File: src/rtl/branch_sequencer_if.sv
// Control/strobe bundle between the top-level control unit, the branch sequencer and the datapath.
// Optional statistics counters appear when BRANCH_SEQ_STATS_EN is defined.
interface branch_sequencer_if;
  logic       start;
  logic       mem_ready;
  logic [4:0] ir_opcode;
  logic       con_ff;
  logic       busy;
  logic       done;
  logic       taken;
  logic       error;
  logic       pc_out, mar_in, inc_pc, z_in, zlow_out, pc_in, read, mdr_in;
  logic       mdr_out, ir_in, gra, r_out, con_in, y_in, c_out, alu_add;
`ifdef BRANCH_SEQ_STATS_EN
  logic [15:0] taken_count;
  logic [15:0] branch_count;
`endif

  modport slave (
    input  start, mem_ready, ir_opcode, con_ff,
    output busy, done, taken, error,
    output pc_out, mar_in, inc_pc, z_in, zlow_out, pc_in, read, mdr_in,
    output mdr_out, ir_in, gra, r_out, con_in, y_in, c_out, alu_add
`ifdef BRANCH_SEQ_STATS_EN
    , output taken_count, branch_count
`endif
  );

  modport master (
    output start, mem_ready, ir_opcode, con_ff,
    input  busy, done, taken, error,
    input  pc_out, mar_in, inc_pc, z_in, zlow_out, pc_in, read, mdr_in,
    input  mdr_out, ir_in, gra, r_out, con_in, y_in, c_out, alu_add
`ifdef BRANCH_SEQ_STATS_EN
    , input taken_count, branch_count
`endif
  );
endinterface

File: src/rtl/branch_sequencer.sv
// Moore FSM sequencing fetch and execution of one conditional branch (T0..T6).
// Optional taken/branch statistics counters are enabled by BRANCH_SEQ_STATS_EN.
module branch_sequencer #(
  parameter logic [4:0]  BR_OPCODE   = 5'b10010,
  parameter int unsigned MEM_TIMEOUT = 15
) (
  input logic               clk,
  input logic               clr_n,
  branch_sequencer_if.slave bus
);
  typedef enum logic [3:0] {
    S_IDLE = 4'd0, S_T0 = 4'd1, S_T1 = 4'd2, S_T2 = 4'd3, S_T3 = 4'd4,
    S_T4 = 4'd5, S_T5 = 4'd6, S_T6 = 4'd7, S_DONE = 4'd8
  } state_t;

  typedef struct packed {
    logic pc_out, mar_in, inc_pc, z_in, zlow_out, read, mdr_in, mdr_out;
    logic ir_in, gra, r_out, con_in, y_in, c_out, alu_add;
  } strobes_t;

  localparam logic [7:0] TIMEOUT_LAST = 8'(MEM_TIMEOUT - 1);

  state_t     r_state;
  state_t     w_next;
  strobes_t   r_strb;
  logic [7:0] r_cnt;
  logic       r_pc_in_t1;
  logic       r_t6;
  logic       r_busy;
  logic       r_done;
  logic       r_taken;
  logic       r_error;
  logic       w_abort;

  // pc_in is excluded here: it depends on T1 entry and on con_ff in T6.
  function automatic strobes_t decode(input state_t s);
    strobes_t d;
    d = '0;
    case (s)
      S_T0: begin d.pc_out = 1'b1; d.mar_in = 1'b1; d.inc_pc = 1'b1; d.z_in = 1'b1; end
      S_T1: begin d.zlow_out = 1'b1; d.read = 1'b1; d.mdr_in = 1'b1; end
      S_T2: begin d.mdr_out = 1'b1; d.ir_in = 1'b1; end
      S_T3: begin d.gra = 1'b1; d.r_out = 1'b1; d.con_in = 1'b1; end
      S_T4: begin d.pc_out = 1'b1; d.y_in = 1'b1; end
      S_T5: begin d.c_out = 1'b1; d.alu_add = 1'b1; d.z_in = 1'b1; end
      S_T6: begin d.zlow_out = 1'b1; end
      default: d = '0;
    endcase
    return d;
  endfunction

  always_comb begin
    w_next  = r_state;
    w_abort = 1'b0;
    case (r_state)
      S_IDLE: begin
        if (bus.start) w_next = S_T0;
        else           w_next = S_IDLE;
      end
      S_T0: w_next = S_T1;
      S_T1: begin
        if (bus.mem_ready) begin
          w_next = S_T2;
        end else if (r_cnt == TIMEOUT_LAST) begin
          w_next  = S_DONE;
          w_abort = 1'b1;
        end else begin
          w_next = S_T1;
        end
      end
      S_T2: w_next = S_T3;
      S_T3: begin
        if (bus.ir_opcode == BR_OPCODE) begin
          w_next = S_T4;
        end else begin
          w_next  = S_DONE;
          w_abort = 1'b1;
        end
      end
      S_T4:   w_next = S_T5;
      S_T5:   w_next = S_T6;
      S_T6:   w_next = S_DONE;
      S_DONE: w_next = S_IDLE;
      default: w_next = S_IDLE;
    endcase
  end

  // Outputs are registered from the next state so they line up with the state they belong to.
  always_ff @(posedge clk or negedge clr_n) begin
    if (!clr_n) begin
      r_state    <= S_IDLE;
      r_strb     <= '0;
      r_cnt      <= 8'd0;
      r_pc_in_t1 <= 1'b0;
      r_t6       <= 1'b0;
      r_busy     <= 1'b0;
      r_done     <= 1'b0;
      r_taken    <= 1'b0;
      r_error    <= 1'b0;
    end else begin
      r_state    <= w_next;
      r_strb     <= decode(w_next);
      r_pc_in_t1 <= (r_state == S_T0);
      r_t6       <= (w_next == S_T6);
      r_busy     <= (w_next != S_IDLE);
      r_done     <= (w_next == S_DONE);

      if (r_state == S_T0)                        r_cnt <= 8'd0;
      else if (r_state == S_T1 && !bus.mem_ready) r_cnt <= r_cnt + 8'd1;
      else                                        r_cnt <= r_cnt;

      if (r_state == S_IDLE && bus.start) r_error <= 1'b0;
      else if (w_abort)                   r_error <= 1'b1;
      else                                r_error <= r_error;

      if (r_state == S_T6) r_taken <= bus.con_ff;
      else                 r_taken <= r_taken;
    end
  end

`ifdef BRANCH_SEQ_STATS_EN
  logic [15:0] r_taken_count;
  logic [15:0] r_branch_count;

  // Completed-branch statistics; both counters wrap naturally at 16 bits.
  always_ff @(posedge clk or negedge clr_n) begin
    if (!clr_n) begin
      r_taken_count  <= 16'd0;
      r_branch_count <= 16'd0;
    end else if (r_state == S_T6) begin
      r_branch_count <= r_branch_count + 16'd1;
      r_taken_count  <= r_taken_count + {15'd0, bus.con_ff};
    end else begin
      r_taken_count  <= r_taken_count;
      r_branch_count <= r_branch_count;
    end
  end

  assign bus.taken_count  = r_taken_count;
  assign bus.branch_count = r_branch_count;
`endif

  assign bus.busy     = r_busy;
  assign bus.done     = r_done;
  assign bus.taken    = r_taken;
  assign bus.error    = r_error;
  assign bus.pc_out   = r_strb.pc_out;
  assign bus.mar_in   = r_strb.mar_in;
  assign bus.inc_pc   = r_strb.inc_pc;
  assign bus.z_in     = r_strb.z_in;
  assign bus.zlow_out = r_strb.zlow_out;
  assign bus.pc_in    = r_pc_in_t1 | (r_t6 & bus.con_ff);
  assign bus.read     = r_strb.read;
  assign bus.mdr_in   = r_strb.mdr_in;
  assign bus.mdr_out  = r_strb.mdr_out;
  assign bus.ir_in    = r_strb.ir_in;
  assign bus.gra      = r_strb.gra;
  assign bus.r_out    = r_strb.r_out;
  assign bus.con_in   = r_strb.con_in;
  assign bus.y_in     = r_strb.y_in;
  assign bus.c_out    = r_strb.c_out;
  assign bus.alu_add  = r_strb.alu_add;
endmodule
File: src/flat_wrapper.sv
// flat-port wrapper written by rule: the top's interface ports become plain ports
module branch_sequencer_flat 
#(
  parameter logic [4:0]  BR_OPCODE   = 5'b10010,
  parameter int unsigned MEM_TIMEOUT = 15
)
  (clk, clr_n, bus_start, bus_mem_ready, bus_ir_opcode, bus_con_ff, bus_busy, bus_done, bus_taken, bus_error, bus_pc_out, bus_mar_in, bus_inc_pc, bus_z_in, bus_zlow_out, bus_pc_in, bus_read, bus_mdr_in, bus_mdr_out, bus_ir_in, bus_gra, bus_r_out, bus_con_in, bus_y_in, bus_c_out, bus_alu_add);
  branch_sequencer_if bus_i ();
  input logic clk;
  input logic clr_n;
  input wire logic [$bits(bus_i.start)-1:0] bus_start;
  input wire logic [$bits(bus_i.mem_ready)-1:0] bus_mem_ready;
  input wire logic [$bits(bus_i.ir_opcode)-1:0] bus_ir_opcode;
  input wire logic [$bits(bus_i.con_ff)-1:0] bus_con_ff;
  output wire logic [$bits(bus_i.busy)-1:0] bus_busy;
  output wire logic [$bits(bus_i.done)-1:0] bus_done;
  output wire logic [$bits(bus_i.taken)-1:0] bus_taken;
  output wire logic [$bits(bus_i.error)-1:0] bus_error;
  output wire logic [$bits(bus_i.pc_out)-1:0] bus_pc_out;
  output wire logic [$bits(bus_i.mar_in)-1:0] bus_mar_in;
  output wire logic [$bits(bus_i.inc_pc)-1:0] bus_inc_pc;
  output wire logic [$bits(bus_i.z_in)-1:0] bus_z_in;
  output wire logic [$bits(bus_i.zlow_out)-1:0] bus_zlow_out;
  output wire logic [$bits(bus_i.pc_in)-1:0] bus_pc_in;
  output wire logic [$bits(bus_i.read)-1:0] bus_read;
  output wire logic [$bits(bus_i.mdr_in)-1:0] bus_mdr_in;
  output wire logic [$bits(bus_i.mdr_out)-1:0] bus_mdr_out;
  output wire logic [$bits(bus_i.ir_in)-1:0] bus_ir_in;
  output wire logic [$bits(bus_i.gra)-1:0] bus_gra;
  output wire logic [$bits(bus_i.r_out)-1:0] bus_r_out;
  output wire logic [$bits(bus_i.con_in)-1:0] bus_con_in;
  output wire logic [$bits(bus_i.y_in)-1:0] bus_y_in;
  output wire logic [$bits(bus_i.c_out)-1:0] bus_c_out;
  output wire logic [$bits(bus_i.alu_add)-1:0] bus_alu_add;
  assign bus_i.start = bus_start;
  assign bus_i.mem_ready = bus_mem_ready;
  assign bus_i.ir_opcode = bus_ir_opcode;
  assign bus_i.con_ff = bus_con_ff;
  assign bus_busy = bus_i.busy;
  assign bus_done = bus_i.done;
  assign bus_taken = bus_i.taken;
  assign bus_error = bus_i.error;
  assign bus_pc_out = bus_i.pc_out;
  assign bus_mar_in = bus_i.mar_in;
  assign bus_inc_pc = bus_i.inc_pc;
  assign bus_z_in = bus_i.z_in;
  assign bus_zlow_out = bus_i.zlow_out;
  assign bus_pc_in = bus_i.pc_in;
  assign bus_read = bus_i.read;
  assign bus_mdr_in = bus_i.mdr_in;
  assign bus_mdr_out = bus_i.mdr_out;
  assign bus_ir_in = bus_i.ir_in;
  assign bus_gra = bus_i.gra;
  assign bus_r_out = bus_i.r_out;
  assign bus_con_in = bus_i.con_in;
  assign bus_y_in = bus_i.y_in;
  assign bus_c_out = bus_i.c_out;
  assign bus_alu_add = bus_i.alu_add;
  branch_sequencer #(.BR_OPCODE(BR_OPCODE), .MEM_TIMEOUT(MEM_TIMEOUT)) u_core (.clk(clk), .clr_n(clr_n), .bus(bus_i));
endmodule
File: config.mk
export PLATFORM = sky130hd
export DESIGN_NAME = branch_sequencer_flat
export DESIGN_NICKNAME = d
export VERILOG_FILES = /design/src/rtl/branch_sequencer_if.sv /design/src/rtl/branch_sequencer.sv /design/src/flat_wrapper.sv
export SDC_FILE = /design/constraint.sdc
export NUM_CORES = 1
export LEC_CHECK = 0
export BUFFER_PORTS_ARGS = -buffer_cell sky130_fd_sc_hd__buf_2
export CAP_MARGIN = 20
export CORE_AREA = 2 2 60 62
export CTS_BUF_LIST = sky130_fd_sc_hd__clkbuf_8
export CTS_CLUSTER_SIZE = 28
export DETAILED_ROUTE_END_ITERATION = 10
export DIE_AREA = 0 0 62 64
export SETUP_SLACK_MARGIN = 0.4
export SLEW_MARGIN = 20
export SYNTH_ARGS = -nofsm -noshare
export SYNTH_HDL_FRONTEND = slang
export SYNTH_SLANG_ARGS = --single-unit
File: constraint.sdc
create_clock -name clk -period 3.9 [get_ports clk]
set_clock_uncertainty 0.2 [all_clocks]
set_input_delay 0.195 -clock clk [delete_from_list [all_inputs] [get_ports clk]]
set_output_delay 0.195 -clock clk [all_outputs]
set_load 0.03 [all_outputs]
---- Word level (Yosys, flattened, before mapping) ----
Index checks and enable logic that the tools add are counted.
W data, S select, Z words.
storage, ports and cells
  bits in latches ......................... 0
  RAM bits ................................ 0
  flip-flop bits (word level) ............. 33
  logic and storage cells ................. 75
  output and inout port bits .............. 20
  memories ................................ 0
  bits in read-only memories .............. 0
cells by class
  equality and inequality tests ........... 17
  muxes and demuxes ....................... 22
  multiply operators ...................... 0
  bitwise logic cells ..................... 2
  order comparisons ....................... 0
  shift-type cells ........................ 0
  add/sub/neg operators ................... 1
  reductions and logical operators ........ 10
  divide/modulo/power cells ............... 0
operator list
  kind                   number
  $eq A4 B3 Y1 const B   8
  $pmux W4 S8            1
  $eq A4 B2 Y1 const B   4
  $mux W8                2
  $mux W4                3
  $mux W1                10
  $add A8 B1 Y8 const B  1
  $eq A4 B1 Y1 const B   2
  $eq A8 B4 Y1 const B   1
  $mux W2                4
  $reduce_or A2 Y1       3
  $eq A5 B5 Y1 const B   1
  $eq A4 B4 Y1 const B   1
  $logic_not A4 Y1       1
  $reduce_bool A2 Y1     2
  $reduce_bool A4 Y1     1
  $mux W3                1
  $logic_and A1 B1 Y1    2
  $pmux W1 S2            1
  $and A1 B1 Y1          1
  $logic_not A1 Y1       1
  $or A1 B1 Y1           1

---- Depth between registers and ports, before layout ----
  depth in word-level cells ............... 7
  gate-level depth with buffers ........... 7
  depth with buffers taken out ............ 7

---- Least setup slack after synthesis ----
Ideal clock, no wire load.
  kind .................................... register to register
  from .................................... reg u_core.r_cnt[0]
  to ...................................... reg u_core.r_busy, in the netlist u_core.bus.busy
  clock period less this slack ............ 2.258 ns
  data required time ...................... 3.561 ns
  setup time .............................. 0.139 ns
  path slack .............................. 1.642 ns
  stages on the path, launching flop included .. 8
  data arrival time ....................... 1.919 ns
  cell sequence ........................... dfrtp_1 inv_1 ha_1 or4b_4 nor3_2 a221o_2 inv_2 or4_4
between the ends
  word-level cells in the longest chain between the ends .. 5
RTL lines
  item                        RTL line                 text
  start: declaration          branch_sequencer.sv:26   logic [7:0] r_cnt;
  start signal: assignment    branch_sequencer.sv:109  else if (r_state == S_T1 && !bus.mem_ready) r_cnt <= r_cnt + 8'd1;
  start signal: assignment    branch_sequencer.sv:110  else r_cnt <= r_cnt;
  $eq A8 B4 Y1                branch_sequencer.sv:64   end else if (r_cnt == TIMEOUT_LAST) begin
  $mux W4                     branch_sequencer.sv:64
  $mux W4                     branch_sequencer.sv:62   if (bus.mem_ready) begin
  $pmux W4 S8                 branch_sequencer.sv:55   case (r_state)
  named net u_core.w_next[1]  branch_sequencer.sv:24   state_t w_next;
  $reduce_bool A4 Y1          branch_sequencer.sv:105  r_busy <= (w_next != S_IDLE);
  end signal: assignment      branch_sequencer.sv:105
  end: declaration            branch_sequencer.sv:29   logic r_busy;
The timed path passes the listed nets, and every way through them passes these cells.
A chain may end at the register's enable or synchronous reset.

---- Worst setup path in the final report ----
Ends and elaborated chain as after synthesis.

==> qor.yml <==
status:
  status: "completed"
placed_design:
  gp_congestion: 0.833
  placedCellCount: 189
  placed_cell_area_um2: 1460
  port-buffer-count: 29
  dp_hpwl_mm: 1.86
  place_ws_ns: 1.51
worst_setup_path:
  crit_fanout: 4
  reg2reg_slack_ns: 1.51
  reg2reg_depth: 7
  r2r-start: "u_core.r_cnt[0]$_DFFE_PN0P_"
  reg2reg_to: "u_core.bus.busy$_DFF_PN0_"
  cp.depth: 7
  crit_start: "u_core.r_cnt[0]$_DFFE_PN0P_"
  path_cells: "inv_1 -> ha_1 -> or4b_4 -> nor3_2 -> a221o_2 -> inv_2 -> or4_4"
  worstSetupPathType: "reg -> reg"
  crit_family: "simple AND/OR/NAND/NOR gates"
  cp_slowest_cell: "or4_4"
  crit_arrival_ns: 2.35
  cp-endpoint: "u_core.bus.busy$_DFF_PN0_"
  required_ns: 3.85
  critPathCaptureType: "flop"
  worstSetupStartpointType: "flop"
  cpPeakStageDelay_ns: 0.50
  path_buf_inv: 2
cts:
  cts.sinks: 27
  cts_tree: "yes"
  insertion_delay_ns: 0.28
  clkTransAtPathRegs_ns: 0.10
  clock_path_buffers: 2
  clockRootBuffer: "clkbuf_8"
  htreeDepth: 1
  numCtsBuffers: 3
timing:
  fin_crit_ns: 2.39
  finalSetupTns_ns: 0
  period_share_pct: 61.4
  hold_viol: 0
  fmax_ghz: 0.418
  setup_ws_ns: 1.51
  rsz0062_at_grt: "no"
  worst_pin_slew_ns: 0.861
  setup_viol_count_final: 0
  finalMaxSlewViolations: 0
  whs_ns: 0.113
  slew_headroom_pct: 42.4
cells_and_area:
  design_area_um2: 1550
  final_common_cell: "buf_2"
  drive_above_1_share_pct: 31.1
  antenna_cells: 0
  final_util_pct: 47.2
  fin_nets: 164
  final_cells: 197
  most-common-layout-cells: "buf_2 (29), dfrtp_1 (27), nor2_1 (11), o21ai_0 (7), nand2_1 (6)"
  area_growth_pct: 17.5
power:
  power_mw: 1.15
  power_density_nw_per_um2: 743
  leakagePower_nw: 0.780
  ir_drop_v: 0.000415
hold_path:
  min_path_type: "in -> reg"
drt:
  first_pass_iters: 4
  vias_per_cell: 5.18
  vias: 1021
  wl_mm: 2.58
  drc: 0
  avgRoutedWirePerCell_um: 13.1
  drt_iter0_markers: 29
  antenna_left: 0
die:
  core_um2: 3280
  initial_core_util_pct: 40.2
  rows: 21
  ios: 30
  die_area_um2: 3970
  die_w_um: 62
  die_y_um: 64
synthesis:
  synth_top_area_cell: "dfrtp_1"
  ys_ff_latch: 27
  avgSynthCellArea_um2: 10.6
  syn_area_um2: 1320
  ys.flop_type: "dfrtp_1"
  synth_edf_count: 0
  yosysWarningCount: 0
  ys_types: 44
  synth_fp_nets: 136
  async_flop_share_pct: 100
  syn_inst: 124
  synth_top_area_share_pct: 51.2
  seq_area_frac_synth_pct: 51.2
  synthTopCellsByArea: "dfrtp_1 (51%), buf_4 (3.4%), nor2_1 (3.1%)"
global_route:
  grt-busiest-layer: "met2"
  grt_start_max_net_pins: 28
  met1_usage_pct: 20.9
  globalRouteMet3Util_pct: 2.43
  use_met2_pct: 21.5
  antenna_found_initial: 0
  grt_overflow: 0
  grt_pass1_wl_mm: 4.32
  grt_pass1_vias: 917
  track_usage_pct: 14.7
job:
  max_cap_violations: 0
[registers in the layout, summed over array words and instances, names as in the netlist]
| register | flops |
|---|---|
| u_core.r_cnt | 8 |
| u_core.bus.alu_add | 1 |
| u_core.bus.busy | 1 |
| u_core.r_pc_in_t1 | 1 |
| u_core.bus.ir_in | 1 |
| u_core.bus.con_in | 1 |
| u_core.bus.zlow_out | 1 |
| u_core.bus.inc_pc | 1 |
| u_core.bus.error | 1 |
| u_core.bus.z_in | 1 |
| u_core.bus.pc_out | 1 |
| u_core.bus.taken | 1 |
| u_core.bus.y_in | 1 |
| u_core.bus.done | 1 |
| u_core.r_state | 4 |
| u_core.r_t6 | 1 |
| u_core.bus.mdr_in | 1 |
[cell type report]
type,instances,area [µm²]
Fill cell,306,1740
Sequential cell,27,676
Multi-Input combinational cell,81,558
Timing Repair Buffer,33,185
Tap cell,46,57.6
Clock buffer,3,41.3
Inverter,6,22.5
Clock inverter,1,8.76
[metal layers]
| metal | wire length (µm) | up-vias |
|---|---|---|
| met5 | 0 | - |
| met4 | 48 | 0 |
| met3 | 142 | 5 |
| met2 | 1180 | 37 |
| met1 | 1210 | 492 |
| li1 | - | 487 |
[synthesized netlist by cell type, drive strengths merged, types with 2 or more instances]
library cell and count:
nor2b 3, or3 2, nand2b 5, nor3 2
ha 2, nor4 2, or4b 2, a21oi 3
and3 2, nand2 6, nor3b 2, mux2 2
nand3 4, nor2 11, or4 2, dfrtp 27
buf 8, clkbuf 2, xnor2 2, inv 6
nor4b 2, a21o 4, o21ai 7
[cell families (layout without fill, tap and decap cells)]
family,after synthesis,in the layout,share of synthesized area (%)
buffers and inverters,16,43,6.45
flip-flops,27,27,51.2
AND/OR/NAND/NOR,51,51,24.5
adder cells (fa/ha/maj),2,2,1.90
multiplexers,3,3,2.47
AO/OA/AOI/OAI,22,22,11.5
XOR/XNOR,3,3,1.99
[worst register-to-register path, delay by kind of cell, from the launching register on]
kind                       cells  cell delay (ns)
AOI/OAI and AO/OA              1             0.20
adders and majority gates      1             0.15
buffers and inverters          2             0.14
DFF                            1             0.42
and+or+nand+nor                3             1.16
[where the power goes]
part	internal [mW]	switching, mW
logic	0.200	0.331
clock network	0.0750	0.0912
registers	0.364	0.0895
[how the worst min path moves through the flow]
stage | from | to | cells after the start
finish | bus_ir_opcode[4] | u_core.bus.y_in$_DFF_PN0_ | 3
global route | bus_ir_opcode[4] | u_core.bus.error$_DFFE_PN0P_ | 4
CTS | bus_ir_opcode[4] | u_core.bus.y_in$_DFF_PN0_ | 3
detailed placement | clr_n | u_core.bus.pc_out$_DFF_PN0_ | 1
global placement | clr_n | u_core.bus.alu_add$_DFF_PN0_ | 1
floorplan | clr_n | u_core.bus.alu_add$_DFF_PN0_ | 0
[what timing repair did]
action	in CTS	in global routing
resized for setup	0	0
buffers inserted	0	0
hold endpoints to repair	30	0
hold buffers	4	0
No activity file was read; power rests on OpenSTA's default activity.
